[src/rtl/mct_pkg.sv]
// Shared definitions for the memory controller: access-size codes, FSM states
// and the byte-count helper.
package mct_pkg;

  localparam logic [1:0] CU_B = 2'd0;
  localparam logic [1:0] CU_H = 2'd1;
  localparam logic [1:0] CU_W = 2'd3;

  typedef enum logic [1:0] {IDLE, RD, WR, DONE} state_t;

  // Reserved size code 2 falls into the default and is handled as a word.
  function automatic logic [2:0] cu_len(input logic [1:0] cu);
    case (cu)
      CU_B:    return 3'd1;
      CU_H:    return 3'd2;
      default: return 3'd4;
    endcase
  endfunction

endpackage

[src/rtl/mct_if.sv]
// Request/response channel between the memory stage (master) and the
// memory controller (slave).
interface mct_if;
  logic        mct_e;
  logic        mct_wr;
  logic [31:0] mct_a;
  logic [31:0] mct_n_i;
  logic [1:0]  mct_cu;
  logic [31:0] mct_n_o;
  logic        mct_ok;

  modport master (output mct_e, mct_wr, mct_a, mct_n_i, mct_cu,
                  input  mct_n_o, mct_ok);
  modport slave  (input  mct_e, mct_wr, mct_a, mct_n_i, mct_cu,
                  output mct_n_o, mct_ok);
endinterface

[src/rtl/mct.sv]
// Memory controller: serialises byte/half/word loads and stores into
// LSB-first byte accesses on a byte-wide synchronous RAM port.
module mct
  import mct_pkg::*;
#(
  parameter int AW = 32
) (
  input  logic          clk,
  input  logic          rst,
  mct_if.slave          bus,
  output logic [AW-1:0] ram_a,
  output logic [7:0]    ram_din,
  output logic          ram_wr,
  input  logic [7:0]    ram_dout
);

  state_t        state_reg, state_next;
  logic [2:0]    cnt_reg, cnt_next;
  logic [2:0]    n_reg, n_next;
  logic [31:0]   d_reg, d_next;
  logic [31:0]   rdata_reg, rdata_next;
  logic [31:0]   n_o_reg, n_o_next;
  logic          ok_reg, ok_next;
  logic [AW-1:0] ram_a_reg, ram_a_next;
  logic [7:0]    ram_din_reg, ram_din_next;
  logic          ram_wr_reg, ram_wr_next;
  logic [1:0]    wr_idx, rd_idx;

  always_ff @(posedge clk or posedge rst) begin
    if (rst) begin
      state_reg   <= IDLE;
      cnt_reg     <= '0;
      n_reg       <= '0;
      d_reg       <= '0;
      rdata_reg   <= '0;
      n_o_reg     <= '0;
      ok_reg      <= 1'b0;
      ram_a_reg   <= '0;
      ram_din_reg <= '0;
      ram_wr_reg  <= 1'b0;
    end else begin
      state_reg   <= state_next;
      cnt_reg     <= cnt_next;
      n_reg       <= n_next;
      d_reg       <= d_next;
      rdata_reg   <= rdata_next;
      n_o_reg     <= n_o_next;
      ok_reg      <= ok_next;
      ram_a_reg   <= ram_a_next;
      ram_din_reg <= ram_din_next;
      ram_wr_reg  <= ram_wr_next;
    end
  end

  // cnt_reg holds the number of edges since acceptance; in RD the capture
  // trails the issued address by two edges, so RD spans N+1 cycles.
  always_comb begin
    state_next   = state_reg;
    cnt_next     = cnt_reg;
    n_next       = n_reg;
    d_next       = d_reg;
    rdata_next   = rdata_reg;
    n_o_next     = n_o_reg;
    ok_next      = 1'b0;
    ram_a_next   = ram_a_reg;
    ram_din_next = ram_din_reg;
    ram_wr_next  = 1'b0;
    wr_idx       = cnt_reg[1:0] + 2'd1;
    rd_idx       = cnt_reg[1:0] - 2'd1;
    case (state_reg)
      IDLE: begin
        if (bus.mct_e) begin
          cnt_next   = '0;
          n_next     = cu_len(bus.mct_cu);
          d_next     = bus.mct_n_i;
          ram_a_next = bus.mct_a[AW-1:0];
          if (bus.mct_wr) begin
            ram_din_next = bus.mct_n_i[7:0];
            ram_wr_next  = 1'b1;
            state_next   = WR;
          end else begin
            rdata_next = '0;
            state_next = RD;
          end
        end
      end
      WR: begin
        if (cnt_reg == n_reg - 3'd1) begin
          ok_next    = 1'b1;
          state_next = DONE;
        end else begin
          cnt_next     = cnt_reg + 3'd1;
          ram_a_next   = ram_a_reg + AW'(1);
          ram_din_next = d_reg[{wr_idx, 3'b000} +: 8];
          ram_wr_next  = 1'b1;
        end
      end
      RD: begin
        cnt_next = cnt_reg + 3'd1;
        if (cnt_reg + 3'd1 < n_reg)
          ram_a_next = ram_a_reg + AW'(1);
        if (cnt_reg != 3'd0)
          rdata_next[{rd_idx, 3'b000} +: 8] = ram_dout;
        if (cnt_reg == n_reg) begin
          n_o_next   = rdata_next;
          ok_next    = 1'b1;
          state_next = DONE;
        end
      end
      DONE: state_next = IDLE;
      default: state_next = IDLE;
    endcase
  end

  assign bus.mct_n_o = n_o_reg;
  assign bus.mct_ok  = ok_reg;
  assign ram_a       = ram_a_reg;
  assign ram_din     = ram_din_reg;
  assign ram_wr      = ram_wr_reg;

endmodule

[src/flat_wrapper.sv]
// flat-port wrapper written by rule: the top's interface ports become plain ports
module mct_flat import mct_pkg::*;
#(
  parameter int AW = 32
)
  (clk, rst, ram_a, ram_din, ram_wr, ram_dout, bus_mct_e, bus_mct_wr, bus_mct_a, bus_mct_n_i, bus_mct_cu, bus_mct_n_o, bus_mct_ok);
  mct_if bus_i ();
  input  logic clk;
  input  logic rst;
  output logic [AW-1:0] ram_a;
  output logic [7:0] ram_din;
  output logic ram_wr;
  input  logic [7:0] ram_dout;
  input wire logic [$bits(bus_i.mct_e)-1:0] bus_mct_e;
  input wire logic [$bits(bus_i.mct_wr)-1:0] bus_mct_wr;
  input wire logic [$bits(bus_i.mct_a)-1:0] bus_mct_a;
  input wire logic [$bits(bus_i.mct_n_i)-1:0] bus_mct_n_i;
  input wire logic [$bits(bus_i.mct_cu)-1:0] bus_mct_cu;
  output wire logic [$bits(bus_i.mct_n_o)-1:0] bus_mct_n_o;
  output wire logic [$bits(bus_i.mct_ok)-1:0] bus_mct_ok;
  assign bus_i.mct_e = bus_mct_e;
  assign bus_i.mct_wr = bus_mct_wr;
  assign bus_i.mct_a = bus_mct_a;
  assign bus_i.mct_n_i = bus_mct_n_i;
  assign bus_i.mct_cu = bus_mct_cu;
  assign bus_mct_n_o = bus_i.mct_n_o;
  assign bus_mct_ok = bus_i.mct_ok;
  mct #(.AW(AW)) u_core (.clk(clk), .rst(rst), .bus(bus_i), .ram_a(ram_a), .ram_din(ram_din), .ram_wr(ram_wr), .ram_dout(ram_dout));
endmodule
[config.mk]
export PLATFORM = sky130hd
export DESIGN_NAME = mct_flat
export DESIGN_NICKNAME = d
export VERILOG_FILES = /design/src/rtl/mct_pkg.sv /design/src/rtl/mct_if.sv /design/src/rtl/mct.sv /design/src/flat_wrapper.sv
export SDC_FILE = /design/constraint.sdc
export NUM_CORES = 1
export LEC_CHECK = 0
export ABC_AREA = 1
export BUFFER_PORTS_ARGS = -buffer_cell sky130_fd_sc_hd__buf_2
export CORE_UTILIZATION = 45
export DETAILED_ROUTE_END_ITERATION = 7
export GPL_TIMING_DRIVEN = 1
export HOLD_SLACK_MARGIN = 0.05
export PLACE_DENSITY_LB_ADDON = 0.1
export SETUP_SLACK_MARGIN = 0.3
export SYNTH_ARGS = -nofsm -noshare
export SYNTH_HDL_FRONTEND = slang
export SYNTH_SLANG_ARGS = --single-unit
[constraint.sdc]
create_clock -name clk -period 4.22 [get_ports clk]
set_clock_uncertainty 0.1 [all_clocks]
set_input_delay 0.422 -clock clk [delete_from_list [all_inputs] [get_ports clk]]
set_output_delay 0.422 -clock clk [all_outputs]
set_load 0.005 [all_outputs]
Yosys cells after proc, flatten, opt, wreduce, memory -nomap -nowiden
Index checks and enable logic that the tools add are counted.
{ "word_totals": {"regBits": 146, "output_inout_bits": 74, "inputBits": 78, "elab_cells": 75} }
{ "classes": {"magnitude_cmp": 1, "n_shift": 3, "muxes": 29, "add_sub_neg": 6, "eq_ne": 13, "reduce_logical": 13} }
{ "ops": {"columns": ["cell", "count"], "rows": [
  ["2-to-1 mux 32 bit", 6],
  ["case mux 32 bit (3 select lines)", 1],
  ["case mux 32 bit (2 select lines)", 1],
  ["adder 32 x 1 -> 32 bit, second input constant", 1],
  ["bitwise mux 32 bit", 1],
  ["variable shift 8 x 7 -> 32 bit, first input constant", 1],
  ["indexed part select 32 x 6 -> 8 bit", 1],
  ["indexed part select 8 x 7 -> 32 bit", 1],
  ["2-to-1 mux 8 bit", 3],
  ["case mux 8 bit (2 select lines)", 1],
  ["case mux 3 bit (3 select lines)", 1],
  ["AND reduction 3 bit", 3],
  ["2-to-1 mux 2 bit", 4],
  ["inequality test 2 bit, second input constant", 4],
  ["case mux 2 bit (4 select lines)", 1],
  ["AND reduction 4 bit", 2],
  ["negation 5 -> 7 bit", 1],
  ["equality test 3 bit", 2],
  ["2-to-1 mux 3 bit", 2],
  ["inequality test 2 x 1 -> 1 bit, second input constant", 3],
  ["case mux 3 bit (2 select lines)", 1],
  ["nonzero test 3 bit", 2],
  ["2-to-1 mux 1 bit", 5],
  ["equality test 2 x 1 -> 1 bit, second input constant", 2],
  ["other kinds (10)", 15]
]} }

Longest topological paths before layout
Gate-level depths: netlist (run 1).
{ "logic_depth": {"ltp_word": 6, "depth_mapped": 11} }

Least setup slack after synthesis (run 1)
Ideal clock, no wire load.
{ "synth_timing": {"kind": "reg-to-reg", "from": "register u_core.cnt_reg[0]", "to": "register u_core.ram_a_reg[17], in the netlist u_core.ram_a[17]", "required_time_ns": 4.003, "stages_incl_launch_ff": 12, "slack_ns": 1.913, "synth_period_minus_slack_ns": 2.307, "arrival_time_ns": 2.090, "cell_sequence": "dfrtp_1 > inv_1 > ha_1 > ha_1 > nand2_1 > o21ai_0 > nand2_1 > nand3_4 > inv_2 > buf_4 > nand3_1 > nand2_1"} }
{ "synth_between": {"elab_chain_cells": 4, "elab_cells_between_ends": 6, "cone_classes": "add/sub: 1; order compare: 1; eq/ne: 3; reduce/logical: 1"} }
{ "synth_rtl": {"columns": ["element", "line_no", "text"], "rows": [
  ["start, declared", "mct.sv:18", "logic [2:0] cnt_reg, cnt_next;"],
  ["start signal, assigned", "mct.sv:43", "cnt_reg <= cnt_next;"],
  ["adder 3 x 1 -> 3 bit", "mct.sv:100", "if (cnt_reg + 3'd1 < n_reg)"],
  ["less-than comparator 3 bit", "mct.sv:100", null],
  ["inequality test 2 x 1 -> 1 bit (no line)", null, null],
  ["AND reduction 4 bit (no line) (*)", null, null],
  ["end signal, assigned", "mct.sv:49", "ram_a_reg <= ram_a_next;"],
  ["end, declared", "mct.sv:24", "logic [AW-1:0] ram_a_reg, ram_a_next;"]
]} }
Mark *: on every way between the ends. The rest lies on a longest branch, timed or not.
A chain may end at the register's enable or synchronous reset.

Final worst setup path (run 1)
{ "layout_timing": {"from": "register u_core.cnt_reg[0]", "to": "register u_core.ram_a_reg[24], in the netlist u_core.ram_a[24]"} }
Same word-level chain as after synthesis.

==> results.md, run 1 <==
- Status: finished, final reports clean
- Slowest CP cell: inv_2
- Mapped Area: 7745 um2
- Vias/cell: 5.098
- Largest net degree at the start of global routing: 91
- Crit Path Class: flop to flop
- CP endpoint kind: flop
- DR vias: 7,285
- CP Data Required Time: 4.47 ns
- Starting density of the core: 46.37%
- # port buffers: 151
- Mapped Cells: 1,056
- N_diodes: 0
- Clock Tree Root: clkbuf_16
- CTS tree: yes
- Syn Area/Cell: 7.334 um2
- Fin. max-slew vios: 0
- Max_cap viols: 0
- Die Ht: 133.2 um
- Setup WS post-layout: 1.135 ns
- Core Box Area: 16,700 um2
- Clock sink count: 146
- Die Span X: 133.2 um
- GRT Total Usage: 24.30%
- Hold Vio Cnt, Final: 0
- Worst hold path class: primary input to flop
- PwrDens: 756.5 nW/um2
- Detail Placement HPWL: 14.45 mm
- Layout cells sized above 1: 18.28%
- Largest fanout on the critical path: 37
- Sequential share of the synthesized area: 47.17%
- Final ANT Viol Nets: 0
- Peak VDD IR: 455.0 uV
- CTS clock-pin slew for the worst setup and hold paths: 0.06 ns
- First-pass GRT wire length: 33.87 mm
- #FFs+latches synth: 146
- RSZ-0062 raised after global routing: false
- Initial antenna violation count: 1
- Pleak: 4.757 nW
- Worst slew pin tran: 0.8887 ns
- Final wirelength: 20.85 mm
- Nets: 1,291
- Worst hold slack: 0.08411 ns
- Distinct cells, synth: 35
- Crit path launch type: flop
- Maximum clock rate: 324.2 MHz
- Routability congestion estimate: 0.8732
- Drt drc: 0
- Relative slew slack: 40.76%
- TNS Setup: 0 ns
- Routed WL per cell: 14.59 um
- Max incr delay on CP: 0.63 ns
- Worst-path cell chain: inv_1, ha_1, ha_1, a21oi_1, o21ai_0, nand2_1, nand3_4, inv_2, nand3_1, nand2_1
- DRT iter0 DRCs: 548
- CP arrival: 3.34 ns
- Post-Place Worst Slack: 1.131 ns
- Crit path time final: 3.085 ns
- Clock Tree Buf Depth: 2
- Fill count: 1,680
- 1st-pass router iterations: 5
- Number of global-route vias before repair: 6,702
- Core Util, Final: 55.14%
- Yosys warnings: 0
- Full die area: 17,740 um2
- Site Rows: 47
- Clk_lat worst skew: 0.43 ns
- Gr ovfl total: 0
- Area delta synth->final: 18.90%
- I/O pin cnt: 152
- Final setup viols: 0
- CTS Buf Count: 17
- Setup bufs post-CTS: 0
- Period utilization: 73.10%
- Syn nets: 1,149
- Number of H-tree levels: 4
[cell usage after synthesis]
library cell	number	area [um2]
inv_2	5	18.77
o21bai_1	5	37.54
buf_2	6	30.03
nor3b_4	1	18.77
a31oi_1	1	6.260
a21oi_2	2	17.52
o22ai_1	17	106.4
or2_2	15	93.84
a22oi_1	8	60.06
o21ai_1	33	165.2
nand3_4	1	17.52
nand3_1	69	345.3
nor3_1	16	80.08
nand2_2	2	12.51
nor2_2	5	31.28
nand2_1	470	1764
dfrtp_1	146	3654
clkinv_1	1	3.750
xnor2_1	2	17.52
nor2_4	1	11.26
buf_6	4	45.04
nand4_1	1	6.260
o21ai_2	2	17.52
ha_1	15	187.7
o21ai_0	50	250.2
buf_4	4	30.03
nor2_1	59	221.5
xor2_1	1	8.760
nor2_8	1	20.02
clkbuf_1	21	78.83
nand3_2	1	10.01
inv_1	67	251.5
and2_1	1	6.260
nand3b_1	2	15.01
a21oi_1	21	105.1
[path summary, 6_finish.rpt]
path                                       startpoint  depth (start not counted)  slack (ns)                     to
min in group asynchronous                         rst                          3        0.33       u_core.d_reg[23]
worst max register to register      u_core.cnt_reg[0]                         10        1.14       u_core.ram_a[24]
max in group asynchronous                         rst                          4        2.81    u_core.rdata_reg[9]
worst min-delay path                  bus_mct_n_i[16]                          3        0.08       u_core.d_reg[16]
worst max-delay path                u_core.cnt_reg[0]                         10        1.14       u_core.ram_a[24]
worst min register to register  u_core.bus.mct_n_o[1]                          2        0.37  u_core.bus.mct_n_o[1]
[worst max-delay path, delay by kind of cell, from the launching register on]
kind / cells / cell delay [ns]
compound gates: 2 / 0.23
fa+ha+maj: 2 / 0.66
buf+inv: 2 / 0.82
flops: 1 / 0.55
simple gates: 4 / 0.66
[through the flow]
stage	total power, W	instances	area (um2)
floorplan	0.004555	1056	7749
global placement	0.005501	1398	8653
detailed placement	0.005571	1398	8653
CTS	0.007010	1429	9209
global route	0.007572	1429	9209
finish	0.006966	1429	9209
[area by class of cell]
class | count | area (um2) | area share [%]
Clock buffer | 22 | 464.2 | 5.041
Tap cell | 220 | 275.3 | 2.989
Timing Repair Buffer | 158 | 823.3 | 8.940
Sequential cell | 146 | 3654 | 39.67
Multi-Input combinational cell | 802 | 3633 | 39.46
Clock inverter | 8 | 81.33 | 0.8832
Inverter | 73 | 277.8 | 3.016
[power by group]
part           leakage, nW  internal [W]  switching (W)
clock                0.262      0.000837       0.000594
combinational         2.61       0.00111        0.00198
sequential            1.88       0.00196       0.000486
[routing by layer]
metal	vias to the layer above	part of all wire, %	GRT usage [%]
met2	195	48	39.53
li1	3657	-	-
met4	2	1.3	6.944
met5	-	0.062	0
met1	3405	46	33.04
met3	26	4.6	4.718
[logic make-up after synthesis]
family                     after synthesis  synth area share, %
DFF                                    146                47.17
adders and majority gates               15                2.423
and+or+nand+nor                        645                34.27
xor gates and xnor gates                 3               0.3393
buffers and inverters                  108                5.913
AOI/OAI and AO/OA                      139                9.887
[what timing repair did]
action,4_1_cts,5_1_grt
hold buffers,1,0
resized for setup,0,0
endpoints found under the hold margin,1,0
[placed cells by master, fill, tap and decap left out, types with 2 or more instances in the layout]
cell and n:
nor3_1 16, a21oi_1 21, o21bai_1 5, clkbuf_1 3
buf_4 5, o22ai_1 17, inv_1 66, clkinv_2 2
nand3b_1 2, a22oi_1 8, clkinv_4 2, xnor2_1 2
clkbuf_16 17, dfrtp_1 146, nor2_1 59, nand2_2 2
nand3_1 69, o21ai_2 2, buf_2 151, nand2_1 470
or2_2 15, ha_1 15, o21ai_1 33, a21oi_2 2
inv_2 5, o21ai_0 50, clkinvlp_4 3, nor2_2 5
clkbuf_8 2
(Power assumes the default switching activity.)
==> run 2, diff against run 1 <==
Clock period 4.22 ns to 2.5 ns, I/O delays scaled along.
==> results.md, run 2 (synthesis results as in run 1) <==
- Peak VDD IR: 972.8 uV
- DRT iter0 DRCs: 525
- Largest net degree at the start of global routing: 82
- CTS Buf Count: 17
- Comb pwr share: 48.5%
- Psw: 0.005485 W
- Maximum clock rate: 470.7 MHz
- Worst-path cell chain: ha_4, xor2_2, ha_1, nand2_1, o21ai_1, nand2_1, nand3_4, clkinv_8, clkbuf_16, nand3_1, nand2_1
- Drt drc: 0
- WP buf/inv: 2
- Critical path depth: 11
- Crit Path Class: flop to flop
- Final setup viols: 0
- Slowest CP cell: dfrtp_2
- N_diodes: 0
- CP Capture Point: u_core.ram_a[22]
- RSZ-0062 raised after global routing: true
- Fin cells: 1,504
- Final ANT Viol Nets: 0
- Max incr delay on CP: 0.46 ns
- Clock sink count: 146
- CP arrival: 2.34 ns
- Clock Tree Buf Depth: 2
- CP Data Required Time: 2.71 ns
- CP endpoint kind: flop
- PwrDens: 1257 nW/um2
- Nets: 1,365
- Commonest non-fill, non-tap cell in the layout: nand2_1
- I/O pin cnt: 152
- GRT Total Usage: 25.32%
- Routability congestion estimate: 0.8705
- 1st-pass router iterations: 5
- Clock Tree Root: clkbuf_16
- R2R depth: 11
- Fin. max-slew vios: 0
- Critical path launch point: u_core.cnt_reg[1]
- Pleak: 5.138 nW
- P_int: 0.007212 W
- Layout cells sized above 1: 20.64%
- Crit path launch type: flop
- Largest fanout on the critical path: 8
- Die Ht: 133.2 um
- Core Box Area: 16,700 um2
- Setup WS post-layout: 0.3756 ns
- Worst hold path class: primary input to flop
- Initial antenna violation count: 1
- Site Rows: 47
- Number of global-route vias before repair: 7,320
- CP delay by family, top: adder cells
- Full die area: 17,740 um2
- Routed WL per cell: 14.65 um
- DR vias: 7,645
- Placed cells: 1,411
- CTS clock-pin slew for the worst setup and hold paths: 0.06 ns
- Vias/cell: 5.083
- Number of H-tree levels: 4
- Die Span X: 133.2 um
- Max_cap viols: 0
- Relative slew slack: 61.98%
- Post-Place Worst Slack: 0.2162 ns
- First-pass GRT wire length: 35.79 mm
- Clock power share: 19.1%
- Share of power burned in registers: 32.4%
- Period utilization: 84.97%
- CTS tree: yes
- Reg-to-reg critical path endpoint: u_core.ram_a[22]
- Worst slew pin tran: 0.5682 ns
- Detail Placement HPWL: 14.33 mm
- Final wirelength: 22.04 mm
- Starting density of the core: 46.37%
- Reg2Reg Setup Slack: 0.38 ns
- Hold Path Depth: 4
- Crit path top cell by count: nand2_1
- Status: finished, final reports clean
- Gr ovfl total: 0
- Worst R2R Start: u_core.cnt_reg[1]
- Most frequent cells in the layout: nand2_1, buf_2, dfrtp_1, inv_1, nand3_1
- Area delta synth->final: 30.42%
- Clk_lat worst skew: 0.42 ns
- Hold Vio Cnt, Final: 0
- Crit path time final: 2.124 ns
- TNS Setup: 0 ns
- # port buffers: 151
- Sw frac: 43.20%
==> run 2: through the flow <==
step	instance area [um2]	total power, W	util, %	hold WS [ns]
after floorplan	7749	0.007688	-	0.2499
after global routing	10100	0.01378	60.48	0.05849
after global placement	8788	0.009536	52.62	0.3071
after CTS	9892	0.01219	59.23	0.05279
after detailed placement	8788	0.009646	52.62	0.3053
final	10100	0.01270	60.48	0.05679
==> run 2: area by class of cell <==
cell class	instances	area [um2]
clock buffer	22	474.2
clock inverter	9	82.58
fill	1548	6600
inverter	73	302.8
multi-input combinational	802	3702
sequential	146	3656
tap	220	275.3
timing repair buffer	231	1600
timing repair inverter	1	7.507
==> run 2: worst reg2reg max path, stage by stage (launching register included) <==
cell and delay, ns:
dfrtp_2 0.46, ha_4 0.18, xor2_2 0.14, ha_1 0.32
nand2_1 0.06, o21ai_1 0.12, nand2_1 0.09, nand3_4 0.14
clkinv_8 0.10, clkbuf_16 0.18, nand3_1 0.08, nand2_1 0.05
==> run 2: how the worst min path moves through the flow <==
stage	to	slack, ns	start
floorplan	u_core.n_reg[0]	0.25	bus_mct_cu[0]
global placement	u_core.d_reg[20]	0.31	rst
detailed placement	u_core.bus.mct_n_o[7]	0.31	rst
CTS	u_core.ram_a[20]	0.05	bus_mct_a[20]
global route	u_core.ram_a[20]	0.06	bus_mct_a[20]
finish	u_core.ram_a[20]	0.06	bus_mct_a[20]
==> run 2: per-layer routing <==
layer | vias to the layer above | global-route usage, % | share of wire (%)
met2 | 226 | 41.22 | 48
met1 | 3579 | 34.26 | 45
met3 | 36 | 4.338 | 4.8
met4 | 2 | 8.523 | 1.8
li1 | 3802 | - | -
met5 | - | 0 | 0.059
==> run 2: timing repair <==
item / in CTS / in global routing
gates cloned: 0 / 4
setup endpoints to repair: 43 / 60
gates resized for setup: 3 / 29
pin swaps: 0 / 5
hold buffers: 54 / 0
buffers inserted: 0 / 4
endpoints found under the hold margin: 200 / 0
==> run 2: power by group through the flow <==
stage	Sequential [W]	Clock, W	Combinational [W]
2_1_floorplan	0.00401	0	0.00368
3_3_place_gp	0.00412	0	0.00542
3_5_place_dp	0.00412	0	0.00552
4_1_cts	0.00410	0.00247	0.00562
5_1_grt	0.00424	0.00256	0.00698
6_report	0.00411	0.00243	0.00615
